===== src/rtl/barrel_pkg.sv =====
// Shared types and helpers for the barrel rotate sequencer.
package barrel_pkg;

  typedef enum logic {IDLE = 1'b0, RUN = 1'b1} seq_state_e;

  // Reduces a rotate amount into the range 0..n-1.
  function automatic int unsigned mod_amount(input int unsigned amount, input int unsigned n);
    return amount % n;
  endfunction

endpackage


===== src/rtl/parameterized_barrel_shifter.sv =====
// Purely combinational N-bit rotator; amount is already reduced below N.
module parameterized_barrel_shifter #(
  parameter int N = 8
) (
  input  logic [N-1:0]         data_i,
  input  logic [$clog2(N)-1:0] amount_i,
  input  logic                 dir_i,
  output logic [N-1:0]         data_o
);

  logic [2*N-1:0] doubled_s;
  logic [2*N-1:0] shifted_s;

  // Rotate by shifting a doubled copy of the word and keeping the wrapped half.
  always_comb begin
    doubled_s = {data_i, data_i};
    if (dir_i) begin
      shifted_s = doubled_s << amount_i;
      data_o    = shifted_s[2*N-1:N];
    end else begin
      shifted_s = doubled_s >> amount_i;
      data_o    = shifted_s[N-1:0];
    end
  end

endmodule


===== src/rtl/barrel_rotate_sequencer.sv =====
// Turns one rotate command into a stream of successively rotated result beats.
module barrel_rotate_sequencer
  import barrel_pkg::*;
#(
  parameter int N        = 8,
  parameter int MAX_REPS = 16,
  parameter int RW       = $clog2(MAX_REPS + 1)
) (
  input  logic                 clk_i,
  input  logic                 rst_ni,
  input  logic                 cmd_valid_i,
  output logic                 cmd_ready_o,
  input  logic [N-1:0]         cmd_data_i,
  input  logic [$clog2(N):0]   cmd_amount_i,
  input  logic                 cmd_dir_i,
  input  logic [RW-1:0]        cmd_reps_i,
  output logic                 res_valid_o,
  input  logic                 res_ready_i,
  output logic [N-1:0]         res_data_o,
  output logic [RW-1:0]        res_index_o,
  output logic                 res_last_o,
  output logic                 busy_o
);

  localparam int SW = $clog2(N);

  seq_state_e    state_r;
  logic [N-1:0]  res_data_r;
  logic [RW-1:0] res_index_r;
  logic          res_valid_r;
  logic          res_last_r;
  logic [RW-1:0] reps_r;
  logic          dir_r;
  logic [SW-1:0] amount_r;

  logic [RW-1:0] reps_clamped_s;
  logic [SW-1:0] cmd_amount_mod_s;
  logic [N-1:0]  sh_data_s;
  logic [SW-1:0] sh_amount_s;
  logic          sh_dir_s;
  logic [N-1:0]  sh_out_s;

  assign cmd_ready_o = (state_r == IDLE);
  assign busy_o      = (state_r == RUN);
  assign res_valid_o = res_valid_r;
  assign res_data_o  = res_data_r;
  assign res_index_o = res_index_r;
  assign res_last_o  = res_last_r;

  // Clamp the repeat count and reduce the incoming amount modulo N.
  always_comb begin
    if (cmd_reps_i > RW'(MAX_REPS)) begin
      reps_clamped_s = RW'(MAX_REPS);
    end else begin
      reps_clamped_s = cmd_reps_i;
    end
    cmd_amount_mod_s = SW'(mod_amount(int'(unsigned'(cmd_amount_i)), N));
  end

  // Shifter feeds from the command in IDLE and from the last beat in RUN.
  always_comb begin
    sh_data_s   = cmd_data_i;
    sh_amount_s = '0;
    sh_dir_s    = cmd_dir_i;
    if (state_r == IDLE) begin
      sh_data_s   = cmd_data_i;
      sh_dir_s    = cmd_dir_i;
      sh_amount_s = (cmd_reps_i == RW'(0)) ? SW'(0) : cmd_amount_mod_s;
    end else begin
      sh_data_s   = res_data_r;
      sh_dir_s    = dir_r;
      sh_amount_s = amount_r;
    end
  end

  parameterized_barrel_shifter #(.N(N)) u_shifter (
    .data_i   (sh_data_s),
    .amount_i (sh_amount_s),
    .dir_i    (sh_dir_s),
    .data_o   (sh_out_s)
  );

  // Command/beat sequencing FSM with registered result stream.
  always_ff @(posedge clk_i) begin
    if (!rst_ni) begin
      state_r     <= IDLE;
      res_valid_r <= 1'b0;
      res_data_r  <= '0;
      res_index_r <= '0;
      res_last_r  <= 1'b0;
      reps_r      <= '0;
      dir_r       <= 1'b0;
      amount_r    <= '0;
    end else begin
      case (state_r)
        IDLE: begin
          if (cmd_valid_i) begin
            res_data_r  <= sh_out_s;
            res_valid_r <= 1'b1;
            res_index_r <= (reps_clamped_s == RW'(0)) ? RW'(0) : RW'(1);
            res_last_r  <= (reps_clamped_s <= RW'(1));
            reps_r      <= reps_clamped_s;
            dir_r       <= cmd_dir_i;
            amount_r    <= cmd_amount_mod_s;
            state_r     <= RUN;
          end
        end
        RUN: begin
          if (res_valid_r && res_ready_i) begin
            if (res_last_r) begin
              res_valid_r <= 1'b0;
              state_r     <= IDLE;
            end else begin
              res_data_r  <= sh_out_s;
              res_index_r <= res_index_r + RW'(1);
              res_last_r  <= ((res_index_r + RW'(1)) == reps_r);
            end
          end
        end
        default: begin
          state_r     <= IDLE;
          res_valid_r <= 1'b0;
        end
      endcase
    end
  end

endmodule


===== config.mk =====
export PLATFORM = sky130hd
export DESIGN_NAME = barrel_rotate_sequencer
export DESIGN_NICKNAME = d
export VERILOG_FILES = /design/src/rtl/barrel_pkg.sv /design/src/rtl/parameterized_barrel_shifter.sv /design/src/rtl/barrel_rotate_sequencer.sv
export SDC_FILE = /design/constraint.sdc
export NUM_CORES = 1
export LEC_CHECK = 0
export CORE_MARGIN = 3
export CORE_UTILIZATION = 53
export CTS_CLUSTER_DIAMETER = 30
export DETAILED_ROUTE_END_ITERATION = 6
export PLACE_DENSITY = 0.81
export REMOVE_ABC_BUFFERS = 1
export SETUP_SLACK_MARGIN = 0.5
export SLEW_MARGIN = 10
export SYNTH_ARGS = -nofsm -noshare
export SYNTH_HDL_FRONTEND = slang
export SYNTH_SLANG_ARGS = --single-unit

===== constraint.sdc =====
create_clock -name clk_i -period 2.62 [get_ports clk_i]
set_input_delay 0.393 -clock clk_i [delete_from_list [all_inputs] [get_ports clk_i]]
set_output_delay 0.393 -clock clk_i [all_outputs]
set_load 0.01 [all_outputs]

Yosys cells after proc, flatten, opt, wreduce, memory -nomap -nowiden
Cells that the tools add are included.
W data, S select, Z words.
- register bits after elaboration: 25
- bits in latches: 0
- RAM bits: 0
- memory bits (read-only): 0
- input port bits: 22
- word-level logic and storage cells: 53
- memories kept: 0
- $add $sub $neg: 1
- multiply operators: 0
- divide/modulo/power cells: 0
- order comparisons: 2
- eq/ne operators: 5
- shift operators: 2
- muxes and demuxes: 27
- bitwise logic cells: 1
- reduce and logical (&&, ||, !) cells: 7
- operator list (cell ; number):
    $mux W8 ; 5
    $mux W5 ; 4
    $pmux W8 S2 ; 1
    $shl A16 B3 Y16 ; 1
    $shr A16 B3 Y8 ; 1
    $mux W1 ; 11
    $logic_not A5 Y1 ; 2
    $pmux W5 S2 ; 1
    $mux W3 ; 2
    $pmux W1 S2 ; 3
    $reduce_and A3 Y1 ; 2
    $add A5 B1 Y5 const B ; 1
    $eq A5 B5 Y1 ; 1
    $gt A5 B5 Y1 const B ; 1
    $le A5 B1 Y1 const B ; 1
    $ne A2 B1 Y1 const B ; 2
    $ne A2 B2 Y1 const B ; 2
    $reduce_and A2 Y1 ; 2
    $logic_and A1 B1 Y1 ; 1
    $not A1 Y1 ; 1

Depth between registers and ports, before layout
- depth after elaboration: 8
- mapped depth: 9
- gate-level depth less buffers: 6

Modules after synthesis
A second synthesis with hierarchy kept.
- cell total of the unflattened synthesis: 203
- area total of the unflattened synthesis: 1776.7 um^2
- modules (own cells, without submodules) (module ; instances ; cells an instance ; area each (um^2) ; sequential area each (um^2)):
    barrel_rotate_sequencer ; 1 ; 152 ; 1301.2 ; 500.5
    parameterized_barrel_shifter ; 1 ; 51 ; 475.5 ; 0.0

Worst setup path before layout
Ideal clock, no wire load.
- path kind: register to register
- start point: reg state_r, in the netlist busy_o
- end point: reg res_data_r[7], in the netlist res_data_o[7]
- library setup time: 0.125 ns
- arrival time: 1.859 ns
- required time: 2.495 ns
- setup slack: 0.636 ns
- cell stages (with the launch flop): 9
- path buffers: 2
- cell sequence: dfxtp_1 buf_4 nor2_1 a21oi_2 buf_6 mux2i_1 o21ai_0 o21ai_1 o211ai_2
- cells in the longest elaborated chain, start to end: 6
- elaborated cells on any way between the ends: 15
- ends and longest elaborated chain (item ; RTL line ; RTL):
    from (decl) ; barrel_rotate_sequencer.sv:27 ; seq_state_e state_r;
    from (signal assigned) ; barrel_rotate_sequencer.sv:86 ; state_r <= IDLE;
    from (signal assigned) ; barrel_rotate_sequencer.sv:105 ; state_r <= RUN;
    from (signal assigned) ; barrel_rotate_sequencer.sv:112 ; state_r <= IDLE;
    $mux W8 / $mux W3 (equally long branches) ; barrel_rotate_sequencer.sv:65 ; if (state_r == IDLE) begin
    $shr A16 B3 Y8 / $shl A16 B3 Y16 (equally long branches) ; parameterized_barrel_shifter.sv:21, parameterized_barrel_shifter.sv:18 ;
    $mux W8 ; parameterized_barrel_shifter.sv:17 ; if (dir_i) begin
    $mux W8 ; barrel_rotate_sequencer.sv:110 ; if (res_last_r) begin
    $mux W8 ; barrel_rotate_sequencer.sv:109 ; if (res_valid_r && res_ready_i) begin
    $pmux W8 S2 ; barrel_rotate_sequencer.sv:95 ; case (state_r)
    to (signal assigned) ; barrel_rotate_sequencer.sv:98 ; res_data_r <= sh_out_s;
    to (signal assigned) ; barrel_rotate_sequencer.sv:114 ; res_data_r <= sh_out_s;
    to (decl) ; barrel_rotate_sequencer.sv:28 ; logic [N-1:0] res_data_r;
Parallel ways exist; a longest one is shown, timed or not. The select of a mux whose other input is x is not followed.
A chain may end at the register's enable or synchronous reset.

Final worst setup path
- start point: reg state_r, in the netlist busy_o
- end point: reg res_data_r[4], in the netlist res_data_o[4]
Same word-level chain as after synthesis.

==> impl_metrics.py <==
metrics = {
    "cts": {
        "ctsHoldBuffers": 0,
        "clock_path_buffers": 2,
        "clkSinkCount": 25,
        "clock_latency_ns": 0.27,
        "cts_tree": "done",
        "path_clk_slew_ns": 0.10,
        "cts_buffers": 3,
        "clockRootBuffer": "clkbuf_8",
        "htree_levels": 1,
    },
    "global_routing": {
        "first_global_vias": 2154,
        "grt_max_degree": 19,
        "grtUsageTotal_pct": 28.70,
        "grt-ovfl-total": 0,
        "antenna_found_initial": 0,
        "grt_pass1_wl_mm": 10.33,
    },
    "floorplanning": {
        "rows": 22,
        "start_util_pct": 55.82,
        "fp.dieH_um": 68.79,
        "core_um2": 3744,
        "num_io_pins": 39,
        "dieArea_um2": 4732,
        "die_x_um": 68.79,
    },
    "place": {
        "routabilityCongestion": 0.9654,
        "dpl.hpwl_mm": 4.905,
        "place_inst": 371,
        "place_area_um2": 2638,
        "io_buffer_count": 37,
    },
    "timing": {
        "setup_viol": 0,
        "period_minus_slack_ns": 2.047,
        "rsz0062_at_grt": "true",
        "hold_violations": 0,
        "min_period_over_period_pct": 78.15,
        "slew_headroom_pct": 56.79,
        "hold_ws_ns": 0.4174,
        "skew_ns": 0.002899,
        "fmax_mhz": 488.4,
        "worst_slew_pin_slew_ns": 0.6471,
        "drv_slew": 0,
    },
    "finish": {
        "fin_cells": 386,
        "antennaDiodeCount": 0,
        "final_common_cell": "nor2_1",
        "final_cell_mix": "38 x nor2_1, 35 x buf_4, 31 x clkdlybuf4s50_1",
        "drive_gt1_share_pct": 24.26,
        "synthToLayoutAreaGrowth_pct": 37.84,
        "stdcell_area_um2": 2880,
        "num-nets-final": 362,
    },
    "job": {
        "cap_violations": 0,
    },
    "worst_hold_path": {
        "min_to": "reps_r[3]",
        "min_path_type": "input port to flop",
        "min_path_cells": 3,
        "min_from": "cmd_reps_i[3]",
    },
    "route": {
        "wl_mm": 6.624,
        "viasPerCell": 6.386,
        "wl_per_cell_um": 17.16,
        "num_vias": 2465,
        "drt_iter0_markers": 387,
        "first_pass_iters": 6,
        "drc": 0,
        "antenna_left": 0,
    },
    "logic_synthesis": {
        "syn_inst": 273,
        "synth_compound_area_share_pct": 32.63,
        "synth_ff_type": "dfxtp_1",
        "synth_top_family_by_area": "compound AO/OA/AOI/OAI gates",
        "yosys.area_share.simple_pct": 21.92,
        "postSynthAreaPerCell_um2": 7.654,
        "syn_area_um2": 2090,
        "synth_seq_cells": 25,
        "synth_fa_ha_area_share_pct": 0.5988,
        "seq_area_frac_synth_pct": 23.95,
        "synth_mux_area_share_pct": 13.29,
        "ys.warnings.count": 0,
        "netlist-cell-type-count": 50,
        "synth_xor_area_share_pct": 3.353,
        "synth_edf_count": 0,
        "synthArstFlopShare_pct": 0,
    },
    "critical_path": {
        "crit_type": "flop to flop",
        "crit_arrival_ns": 2.20,
        "endpoint_kind": "flop",
        "r2r-start": "busy_o",
        "critPathLaunchType": "flop",
        "cp.required_ns": 2.78,
        "reg2reg_depth": 8,
        "rrSetupSlack_ns": 0.57,
        "r2r-end": "res_data_o[4]",
        "crit_fanout": 8,
    },
    "power": {
        "ir_drop_v": 0.0003781,
        "p_per_area_nw_per_um2": 477.9,
        "leakage_nw": 1.064,
        "total_power_mw": 1.376,
    },
    "run_status": {
        "status": "finished clean",
    },
}
==> kinds of logic (layout without fill, tap and decap cells) <==
kind of cell / after synthesis / in the layout
compound gates: 102 / 102
xor+xnor: 8 / 8
fa+ha+maj: 1 / 1
buf+inv: 16 / 81
flops: 25 / 25
mux: 26 / 26
simple gates: 95 / 95
==> state kept, by name (all words and copies together) (netlist names) <==
| signal | flops |
|---|---|
| res_data_o | 8 |
| busy_o | 1 |
| res_last_o | 1 |
| res_valid_o | 1 |
| reps_r | 5 |
| amount_r | 3 |
| dir_r | 1 |
| res_index_o | 5 |
==> cell type report <==
type	instances	area, um2
clock buffers	3	41.29
clock inverters	1	8.758
fillers	286	863.3
inverters	3	11.26
multi-input cells	232	1597
flip-flops and latches	25	504.2
well taps	48	60.06
repair buffers	74	658.1
==> layer usage <==
metal  track usage (%)  share of wire (%)
met5                 0                  0
met4             6.569               0.95
met3             2.917                8.8
met2             43.03                 45
met1             43.74                 46
==> what timing repair did <==
action | 4_1_cts | 5_1_grt
gates resized for setup | 12 | 26
endpoints found under the setup margin | 8 | 8
hold endpoints to repair | 0 | 0
pin swaps | 5 | 4
setup buffers | 7 | 4
==> worst max-delay path, stage by stage, from the launching register on <==
cell and delay [ns]:
dfxtp_4 0.42, buf_4 0.22, mux2i_4 0.33, buf_4 0.21, mux2i_1 0.09, a22oi_1 0.16, o21ai_0 0.19, a21oi_1 0.19
o221ai_1 0.12
==> metrics by stage <==
step | setup TNS, ns | setup WS (ns) | utilization, %
6_report | 0 | 0.5725 | 76.94
5_1_grt | 0 | 0.4583 | 76.94
4_1_cts | 0 | 0.5076 | 74.30
3_5_place_dp | -0.2967 | -0.06897 | 70.45
3_3_place_gp | -0.1275 | -0.04446 | 70.45
2_1_floorplan | -1.303 | -0.2387 | -
==> how the worst max path moves through the flow <==
stage	from	endpoint	slack [ns]	cells past startpoint
2_1_floorplan	busy_o	res_data_o[5]	-0.24	6
3_3_place_gp	cmd_reps_i[4]	res_data_o[5]	-0.04	7
3_5_place_dp	cmd_reps_i[4]	res_data_o[5]	-0.07	7
4_1_cts	res_ready_i	res_data_o[7]	0.51	6
5_1_grt	busy_o	res_data_o[4]	0.46	8
6_report	busy_o	res_data_o[4]	0.57	8
==> cells in the mapped netlist, types with 3 or more instances <==
library cell,number,area share [%]
a211oi_1,3,1.1
a21oi_1,29,6.9
a221oi_1,7,2.9
a22oi_1,4,1.4
a31oi_1,3,0.90
buf_6,3,1.6
clkbuf_1,6,1.1
dfxtp_1,25,24
mux2_2,11,5.9
mux2i_1,14,6.7
nand2_1,26,4.7
nand2b_1,3,0.90
nand3_1,6,1.4
nand3b_1,5,1.8
nor2_1,40,7.2
o211ai_1,8,2.9
o21ai_0,21,5.0
o21ai_1,7,1.7
o221ai_1,4,1.7
or3_1,3,0.90
xnor2_1,3,1.3
xor2_1,5,2.1
==> report_power, final <==
group / internal (mW) / total, mW / switching (mW)
Clock: 0.112 / 0.251 / 0.140
Combinational: 0.312 / 0.651 / 0.339
Sequential: 0.420 / 0.474 / 0.0542
Note: power is estimated with default switching activity, not from simulation.
